`src/rtl/muldiv_pkg.sv`:
```
// Shared definitions for the iterative multiply/divide unit: op codes,
// FSM state encoding and the two's-complement negate helper.
package muldiv_pkg;

  localparam int unsigned XLEN = 32;

  localparam logic [2:0] OP_MULT  = 3'b000;
  localparam logic [2:0] OP_MULTU = 3'b001;
  localparam logic [2:0] OP_DIV   = 3'b010;
  localparam logic [2:0] OP_DIVU  = 3'b011;
  localparam logic [2:0] OP_MTHI  = 3'b100;
  localparam logic [2:0] OP_MTLO  = 3'b101;

  typedef enum logic [1:0] {
    ST_IDLE = 2'd0,
    ST_CALC = 2'd1,
    ST_FIX  = 2'd2
  } state_t;

  // Two's-complement negation of one XLEN-bit word.
  function automatic logic [XLEN-1:0] negate(input logic [XLEN-1:0] x);
    return ~x + {{(XLEN-1){1'b0}}, 1'b1};
  endfunction

endpackage

```
`src/rtl/muldiv_unit.sv`:
```
// Iterative 32-bit multiply/divide unit holding the architectural HI/LO
// registers. Shift-add multiply and restoring divide, one bit per cycle,
// followed by a single sign-correction cycle.
module muldiv_unit
  import muldiv_pkg::*;
#(
  parameter int unsigned WIDTH = XLEN
) (
  input  logic             clk,
  input  logic             rst,
  input  logic             start,
  input  logic [2:0]       op,
  input  logic [WIDTH-1:0] in0,
  input  logic [WIDTH-1:0] in1,
  output logic             busy,
  output logic             done,
  output logic [WIDTH-1:0] hi,
  output logic [WIDTH-1:0] lo
);

  localparam int unsigned CW = $clog2(WIDTH);
  localparam logic [CW-1:0] LAST = CW'(WIDTH - 1);

  state_t              r_state;
  logic [CW-1:0]       r_cnt;
  logic [2*WIDTH-1:0]  r_acc;
  logic [WIDTH-1:0]    r_a;
  logic [WIDTH-1:0]    r_b;
  logic                r_div;
  logic                r_sa;
  logic                r_sb;

  logic                w_signed;
  logic [WIDTH-1:0]    w_mag0;
  logic [WIDTH-1:0]    w_mag1;
  logic [WIDTH:0]      w_sum;
  logic [2*WIDTH-1:0]  w_mul_next;
  logic [WIDTH:0]      w_trial;
  logic [2*WIDTH-1:0]  w_div_next;
  logic [WIDTH-1:0]    w_lo_neg;
  logic [WIDTH-1:0]    w_hi_neg;
  logic [WIDTH-1:0]    w_prod_hi_neg;
  logic [WIDTH-1:0]    w_a_neg;

  // Operand magnitudes for the accepting edge.
  assign w_signed = ~op[0];
  assign w_mag0   = (w_signed && in0[WIDTH-1]) ? negate(in0) : in0;
  assign w_mag1   = (w_signed && in1[WIDTH-1]) ? negate(in1) : in1;

  // Multiply step: add multiplicand into the upper half when the current
  // multiplier bit is set, then shift the whole accumulator right.
  assign w_sum      = {1'b0, r_acc[2*WIDTH-1:WIDTH]} + {1'b0, r_b};
  assign w_mul_next = r_acc[0] ? {w_sum, r_acc[WIDTH-1:1]}
                               : {1'b0, r_acc[2*WIDTH-1:1]};

  // Restoring divide step: upper half is the partial remainder, lower half
  // shifts dividend bits out and quotient bits in.
  assign w_trial    = {r_acc[2*WIDTH-1:WIDTH], r_acc[WIDTH-1]} - {1'b0, r_b};
  assign w_div_next = w_trial[WIDTH] ? {r_acc[2*WIDTH-2:0], 1'b0}
                                     : {w_trial[WIDTH-1:0], r_acc[WIDTH-2:0], 1'b1};

  // Sign correction; the 2*WIDTH product negate carries into the high word
  // only when the low word is zero.
  assign w_lo_neg      = negate(r_acc[WIDTH-1:0]);
  assign w_hi_neg      = negate(r_acc[2*WIDTH-1:WIDTH]);
  assign w_prod_hi_neg = ~r_acc[2*WIDTH-1:WIDTH] +
                         {{(WIDTH-1){1'b0}}, (r_acc[WIDTH-1:0] == '0)};
  assign w_a_neg       = negate(r_a);

  // Control FSM, iterative datapath and HI/LO architectural registers.
  always_ff @(posedge clk or posedge rst) begin
    if (rst) begin
      r_state <= ST_IDLE;
      r_cnt   <= '0;
      r_acc   <= '0;
      r_a     <= '0;
      r_b     <= '0;
      r_div   <= 1'b0;
      r_sa    <= 1'b0;
      r_sb    <= 1'b0;
      busy    <= 1'b0;
      done    <= 1'b0;
      hi      <= '0;
      lo      <= '0;
    end else begin
      done <= 1'b0;
      case (r_state)
        ST_IDLE: begin
          if (start) begin
            case (op)
              OP_MULT, OP_MULTU, OP_DIV, OP_DIVU: begin
                r_div   <= op[1];
                r_sa    <= w_signed & in0[WIDTH-1];
                r_sb    <= w_signed & in1[WIDTH-1];
                r_a     <= w_mag0;
                r_b     <= w_mag1;
                r_acc   <= {{WIDTH{1'b0}}, w_mag0};
                r_cnt   <= '0;
                busy    <= 1'b1;
                r_state <= ST_CALC;
              end
              OP_MTHI: hi <= in0;
              OP_MTLO: lo <= in0;
              default: ;
            endcase
          end
        end
        ST_CALC: begin
          r_acc <= r_div ? w_div_next : w_mul_next;
          r_cnt <= r_cnt + 1'b1;
          if (r_cnt == LAST) begin
            r_state <= ST_FIX;
          end
        end
        ST_FIX: begin
          if (!r_div) begin
            if (r_sa ^ r_sb) begin
              hi <= w_prod_hi_neg;
              lo <= w_lo_neg;
            end else begin
              hi <= r_acc[2*WIDTH-1:WIDTH];
              lo <= r_acc[WIDTH-1:0];
            end
          end else if (r_b == '0) begin
            // Divide by zero returns the dividend as it was presented.
            hi <= r_sa ? w_a_neg : r_a;
            lo <= '1;
          end else begin
            lo <= (r_sa ^ r_sb) ? w_lo_neg : r_acc[WIDTH-1:0];
            hi <= r_sa ? w_hi_neg : r_acc[2*WIDTH-1:WIDTH];
          end
          done    <= 1'b1;
          busy    <= 1'b0;
          r_state <= ST_IDLE;
        end
        default: r_state <= ST_IDLE;
      endcase
    end
  end

endmodule
```
`config.mk`:
```
export PLATFORM = sky130hd
export DESIGN_NAME = muldiv_unit
export DESIGN_NICKNAME = d
export VERILOG_FILES = /design/src/rtl/muldiv_pkg.sv /design/src/rtl/muldiv_unit.sv
export SDC_FILE = /design/constraint.sdc
export NUM_CORES = 1
export LEC_CHECK = 0
export CORE_MARGIN = 4
export CORE_UTILIZATION = 50
export CTS_CLUSTER_SIZE = 12
export DETAILED_ROUTE_END_ITERATION = 10
export GPL_TIMING_DRIVEN = 0
export PLACE_DENSITY = 0.7
export SYNTH_ARGS = -nofsm -noshare
export SYNTH_HDL_FRONTEND = slang
export SYNTH_SLANG_ARGS = --single-unit
export TNS_END_PERCENT = 5
```
`constraint.sdc`:
```
create_clock -name clk -period 8.04 [get_ports clk]
set_input_delay 1.206 -clock clk [delete_from_list [all_inputs] [get_ports clk]]
set_output_delay 1.206 -clock clk [all_outputs]
set_load 0.1 [all_outputs]
```
After elaboration in Yosys (flattened, before gate mapping)
Cells that the tools add are included.

storage, ports and cells
  output and inout bits = 66
  word-level logic and storage cells = 91
  register bits = 204

cells by class
  bitwise gates (word level) = 9
  $add $sub $neg = 9
  muxes and demuxes = 33
  reduce and logical (&&, ||, !) cells = 15
  equal/unequal tests = 13

operators with widths
  cell                                                                      number
  32-bit 2-to-1 mux                                                         14
  64-bit 2-to-1 mux                                                         5
  32-bit by 1-bit adder with 32-bit output (second input constant)          5
  32-bit inverter                                                           5
  32-bit case mux with 2 select lines                                       2
  64-bit case mux with 2 select lines                                       1
  32-bit zero test                                                          2
  32-bit by 32-bit adder with 33-bit output                                 1
  33-bit by 32-bit subtractor with 33-bit output                            1
  32-bit by 1-bit adder with 32-bit output                                  1
  3-bit AND reduction                                                       6
  5-bit 2-to-1 mux                                                          2
  5-bit case mux with 2 select lines                                        1
  3-bit by 2-bit == test with 1-bit output (second input constant)          2
  3-bit == test (second input constant)                                     2
  2-bit 2-to-1 mux                                                          3
  2-bit by 1-bit inequality test with 1-bit output (second input constant)  3
  5-bit by 1-bit adder with 5-bit output (second input constant)            1
  5-bit == test (second input constant)                                     1
  2-bit inequality test (second input constant)                             2
  2-bit case mux with 2 select lines                                        1
  2-bit nonzero test                                                        2
  4-bit OR reduction                                                        1
  3-bit by 1-bit == test with 1-bit output (second input constant)          1
  other kinds (10)                                                          14

Longest topological paths before layout
  depth in word-level cells = 6
  gate-level depth with buffers = 19
  gate-level depth less buffers = 16

Worst setup path after synthesis
OpenSTA, ideal clock, no wires.

  kind = reg2reg
  start point = reg r_acc[12]
  end point = reg hi[27]
  setup slack = 3.943 ns
  required time = 7.918 ns
  arrival = 3.975 ns
  cell stages (with the launch flop) = 19
  period minus slack after synthesis = 4.097 ns
  setup time = 0.122 ns
  path through = dfrtp_1 > buf_6 > or4_4 > nor4_4 > nand2b_2 > or4_4 > or3_4 > nor3_1 > ha_1 > nand2b_1 > or2_2 > clkbuf_1 > or3_1 > o21a_1 > o2bb2ai_1 > o21ai_0 > nand2_1 > a21oi_1 > nor3_1

between the ends
  longest elaborated chain between the ends = 5

RTL lines
  element                                   line                text
  start: declaration                        muldiv_unit.sv:26   logic [2*WIDTH-1:0] r_acc;
  start signal: assignment                  muldiv_unit.sv:97   r_acc <= {{WIDTH{1'b0}}, w_mag0};
  start signal: assignment                  muldiv_unit.sv:109  r_acc <= r_div ? w_div_next : w_mul_next;
  32-bit zero test                          muldiv_unit.sv:67   {{(WIDTH-1){1'b0}}, (r_acc[WIDTH-1:0] == '0)};
  32-bit by 1-bit adder with 32-bit output  muldiv_unit.sv:66   assign w_prod_hi_neg = ~r_acc[2*WIDTH-1:WIDTH] +
  32-bit 2-to-1 mux                         muldiv_unit.sv:117  if (r_sa ^ r_sb) begin
  32-bit 2-to-1 mux                         muldiv_unit.sv:116  if (!r_div) begin
  32-bit case mux with 2 select lines       muldiv_unit.sv:87   case (r_state)
  end signal: assignment                    muldiv_unit.sv:118  hi <= w_prod_hi_neg;
  end signal: assignment                    muldiv_unit.sv:121  hi <= r_acc[2*WIDTH-1:WIDTH];
  end signal: assignment                    muldiv_unit.sv:126  hi <= r_sa ? w_a_neg : r_a;
  end: declaration                          muldiv_unit.sv:17   output logic [WIDTH-1:0] hi,

No other way between the ends.
A chain may end at the register's enable or synchronous reset.

Final worst setup path
  start point = reg r_acc[0]
  end point = reg hi[11]

Same word-level chain as after synthesis.

==> flow_results.xml <==
<?xml version="1.0" encoding="UTF-8"?>
<metrics>
  <group name="die">
    <metric name="placeableCoreArea" unit="sq um">33600</metric>
    <metric name="die-area" unit="sq um">37200</metric>
    <metric name="fp.dieH" unit="microns">193</metric>
    <metric name="rows" unit="">67</metric>
    <metric name="initial_core_util" unit="%">50.9</metric>
    <metric name="die_width" unit="microns">193</metric>
    <metric name="top_level_ports" unit="">136</metric>
  </group>
  <group name="timing">
    <metric name="grt_setup_unrepaired" unit="">false</metric>
    <metric name="setup_viol_count_final" unit="">0</metric>
    <metric name="fmax" unit="MHz">163</metric>
    <metric name="post_route_clock_period_utilization" unit="%">76.4</metric>
    <metric name="hold_violations" unit="">0</metric>
    <metric name="clock_skew" unit="ns">0.0155</metric>
    <metric name="maxSlewViolCount" unit="">0</metric>
    <metric name="layout_min_cycle_time" unit="ns">6.14</metric>
    <metric name="hold-worst-slack" unit="ns">0.476</metric>
    <metric name="worst_max_slew_pin_slew" unit="ns">1.45</metric>
    <metric name="slew_headroom" unit="%">3.39</metric>
  </group>
  <group name="synthesis">
    <metric name="gate_count_after_technology_mapping" unit="">2130</metric>
    <metric name="synthDistinctLibCells" unit="">80</metric>
    <metric name="avgSynthCellArea" unit="sq um">8.03</metric>
    <metric name="ys_top_cells_by_area" unit="">sky130_fd_sc_hd__dfrtp_1 30%, sky130_fd_sc_hd__o21ai_0 6.5%, sky130_fd_sc_hd__nand2_1 5.6%, sky130_fd_sc_hd__xnor2_1 5.5%, sky130_fd_sc_hd__ha_1 5.3%</metric>
    <metric name="synth-warning-count" unit="">0</metric>
    <metric name="netlist_area" unit="sq um">17100</metric>
    <metric name="synth_top_cell_area_share" unit="%">29.9</metric>
    <metric name="synth.ff_latch_count" unit="">204</metric>
    <metric name="synth_enable_flop_cells" unit="">0</metric>
    <metric name="synth_flop_cell" unit="">sky130_fd_sc_hd__dfrtp_1</metric>
    <metric name="ys_seq_area_share" unit="%">29.9</metric>
    <metric name="ys_async_sr_fraction" unit="%">100</metric>
    <metric name="synth.largest_area_cell" unit="">sky130_fd_sc_hd__dfrtp_1</metric>
    <metric name="synth_nets" unit="">2275</metric>
  </group>
  <group name="global_routing">
    <metric name="pin_count_of_the_biggest_net_entering_global_routing" unit="">118</metric>
    <metric name="grt_antenna_before_repair" unit="">0</metric>
    <metric name="first_global_vias" unit="">17400</metric>
    <metric name="grt_overflow_total" unit="">0</metric>
    <metric name="wire_length_of_the_first_global_routing_pass" unit="microns">104000</metric>
    <metric name="grt_usage" unit="%">36.8</metric>
  </group>
  <group name="critical_path">
    <metric name="timing.critical_path.slowest_stage_cell" unit="">sky130_fd_sc_hd__nor3_1</metric>
    <metric name="timing.critical_path.buf_inv" unit="">4</metric>
    <metric name="cp_top_family" unit="">simple AND/OR/NAND/NOR gates</metric>
    <metric name="worst-endpoint-required" unit="ns">8.51</metric>
    <metric name="cpPeakStageDelay" unit="ns">0.72</metric>
    <metric name="setup.worst_path.end_class" unit="">register</metric>
    <metric name="worst_ep_arrival" unit="ns">6.61</metric>
    <metric name="critical_path_peak_fanout" unit="">10</metric>
    <metric name="startpoint_type" unit="">register</metric>
    <metric name="cp_cell_sequence" unit="">clkbuf_1, inv_1, clkbuf_1, ha_1, and2_1, nand2_1, or3_4, nor3_1, ha_1, nand2b_1, or2_2, clkbuf_1, nor3_1, a21oi_1, o21bai_1, a211oi_1, a21oi_1, o21ai_0</metric>
    <metric name="path_common_cell" unit="">sky130_fd_sc_hd__clkbuf_1</metric>
    <metric name="path_class" unit="">reg -&gt; reg</metric>
    <metric name="reg2reg_slack" unit="ns">1.90</metric>
  </group>
  <group name="run_status">
    <metric name="outcome" unit="">completed</metric>
  </group>
  <group name="layout">
    <metric name="layout_cells_sized_above_1" unit="%">3.77</metric>
    <metric name="fillCellCount" unit="">3160</metric>
    <metric name="areaGrowthSynthToFinish" unit="%">15.9</metric>
    <metric name="layout_commonest_cell" unit="">sky130_fd_sc_hd__nand2_1</metric>
    <metric name="layout_nets" unit="">2436</metric>
    <metric name="layout_common_cells" unit="">256 x sky130_fd_sc_hd__nand2_1, 221 x sky130_fd_sc_hd__o21ai_0, 204 x sky130_fd_sc_hd__dfrtp_1</metric>
  </group>
  <group name="clocking">
    <metric name="ctsHoldBuffers" unit="">0</metric>
    <metric name="cts_inserted_buffers" unit="">24</metric>
    <metric name="ctsLongestPathBuffers" unit="">3</metric>
    <metric name="clk_root_buffer_cell" unit="">sky130_fd_sc_hd__clkbuf_16</metric>
    <metric name="cts-htree-levels" unit="">1</metric>
    <metric name="post_cts.resized_instances" unit="">0</metric>
    <metric name="cts_setup_buffers" unit="">0</metric>
    <metric name="cts.sink_count" unit="">204</metric>
    <metric name="worst_setup_hold_path_clk_slew" unit="ns">0.06</metric>
    <metric name="clock_latency" unit="ns">0.56</metric>
    <metric name="cts_tree" unit="">done</metric>
  </group>
  <group name="routing">
    <metric name="drtPass1Iterations" unit="">8</metric>
    <metric name="drt_iter0_drc" unit="">1892</metric>
    <metric name="totalWireLength" unit="microns">69600</metric>
    <metric name="detail_route.wl_per_cell" unit="microns">25.2</metric>
    <metric name="drc" unit="">0</metric>
    <metric name="dr_vias" unit="">17800</metric>
    <metric name="antenna_left" unit="">0</metric>
    <metric name="route.detailed.vias_per_inst" unit="">6.48</metric>
  </group>
  <group name="placed_design">
    <metric name="placement.io_buffers" unit="">134</metric>
    <metric name="dp_hpwl" unit="microns">54100</metric>
    <metric name="routabilityCongestion" unit="">1.05</metric>
  </group>
  <group name="flow_run">
    <metric name="maxCapViolations" unit="">0</metric>
  </group>
  <group name="worst_hold_path">
    <metric name="worst_hold_path_type" unit="">reg -&gt; reg</metric>
  </group>
</metrics>
[cell usage after synthesis (all sizes together) (6+ instances only)]
| cell type | count |
|---|---|
| a21o | 44 |
| o21ai | 229 |
| a211oi | 19 |
| a22oi | 18 |
| o221ai | 16 |
| and2 | 8 |
| a31oi | 20 |
| nand3 | 33 |
| nand2b | 20 |
| inv | 65 |
| clkbuf | 128 |
| o31ai | 47 |
| xnor2 | 107 |
| a21oi | 151 |
| buf | 12 |
| mux2 | 25 |
| o41ai | 18 |
| or4 | 26 |
| ha | 73 |
| o21a | 14 |
| nand2 | 256 |
| xor2 | 96 |
| a221oi | 12 |
| o211ai | 32 |
| dfrtp | 204 |
| nor2b | 13 |
| a211o | 6 |
| nor3 | 50 |
| a221o | 24 |
| and3 | 12 |
| nand4 | 9 |
| mux2i | 48 |
| or3 | 28 |
| o21bai | 8 |
| nor2 | 152 |
| nor4 | 22 |
| o22ai | 21 |
[cell families after synthesis]
logic type / synth area share (%)
compound gates: 27.1
xor+xnor: 10.4
fa+ha+maj: 5.58
buf+inv: 4.60
flops: 29.9
mux: 4.59
simple gates: 17.9
[registers in the layout, summed over array words and instances, names as in the netlist, 2 cells and up]
signal and flops:
r_a 32, lo 32, r_b 32, r_acc 64
r_state 2, hi 32, r_cnt 5
[final timing paths]
path	from	to	depth (start not counted)
setup / recovery	r_acc[0]$_DFFE_PP0P_	hi[11]$_DFFE_PP0P_	18
hold / removal	lo[6]$_DFFE_PP0P_	lo[6]$_DFFE_PP0P_	2
setup reg to reg	r_acc[0]$_DFFE_PP0P_	hi[11]$_DFFE_PP0P_	18
hold reg to reg	lo[6]$_DFFE_PP0P_	lo[6]$_DFFE_PP0P_	2
max in group asynchronous	rst	r_cnt[3]$_DFFE_PP0P_	3
min in group asynchronous	rst	r_acc[27]$_DFFE_PP0P_	2
[area by class of cell]
class	count	area [sq um]	share of cell area [%]
antenna	1	2.50	0.0126
buffer	140	538	2.72
clock buffer	37	679	3.43
clock inverter	5	86.3	0.436
inverter	66	255	1.29
multi-input combinational	1720	11200	56.6
sequential	204	5100	25.8
tap	448	561	2.83
timing repair buffer	135	1370	6.91
[layer usage]
metal	global-route usage (%)	part of all wire, %
met1	44.6	38
met2	60.1	45
met3	5.55	8.1
met4	26.2	8.3
met5	0	0
[through the flow]
| stage | instances | util [%] | setup TNS (ns) | instance area (sq um) | worst slack [ns] |
|---|---|---|---|---|---|
| after floorplan | 2130 | - | 0 | 17100 | 1.27 |
| after global placement | 2712 | 56.5 | -288.22 | 19000 | -1.43 |
| after detailed placement | 2713 | 56.6 | 0 | 19000 | 2.11 |
| after CTS | 2755 | 58.9 | 0 | 19800 | 2.08 |
| after global routing | 2755 | 58.9 | 0 | 19800 | 1.80 |
| final | 2756 | 58.9 | 0 | 19800 | 1.90 |
[worst reg2reg max path, delay by kind of cell, from the launching register on]
kind                     cells  cell delay [ns]
AO/OA/AOI/OAI                5             1.09
adder cells (fa/ha/maj)      2             0.68
buffers and inverters        4             1.36
flip-flops                   1             0.35
AND/OR/NAND/NOR              7             2.56
Power is left out: the tool's default activity adds up to more than one toggle a clock period on the data nets, which glitch-free logic cannot reach.
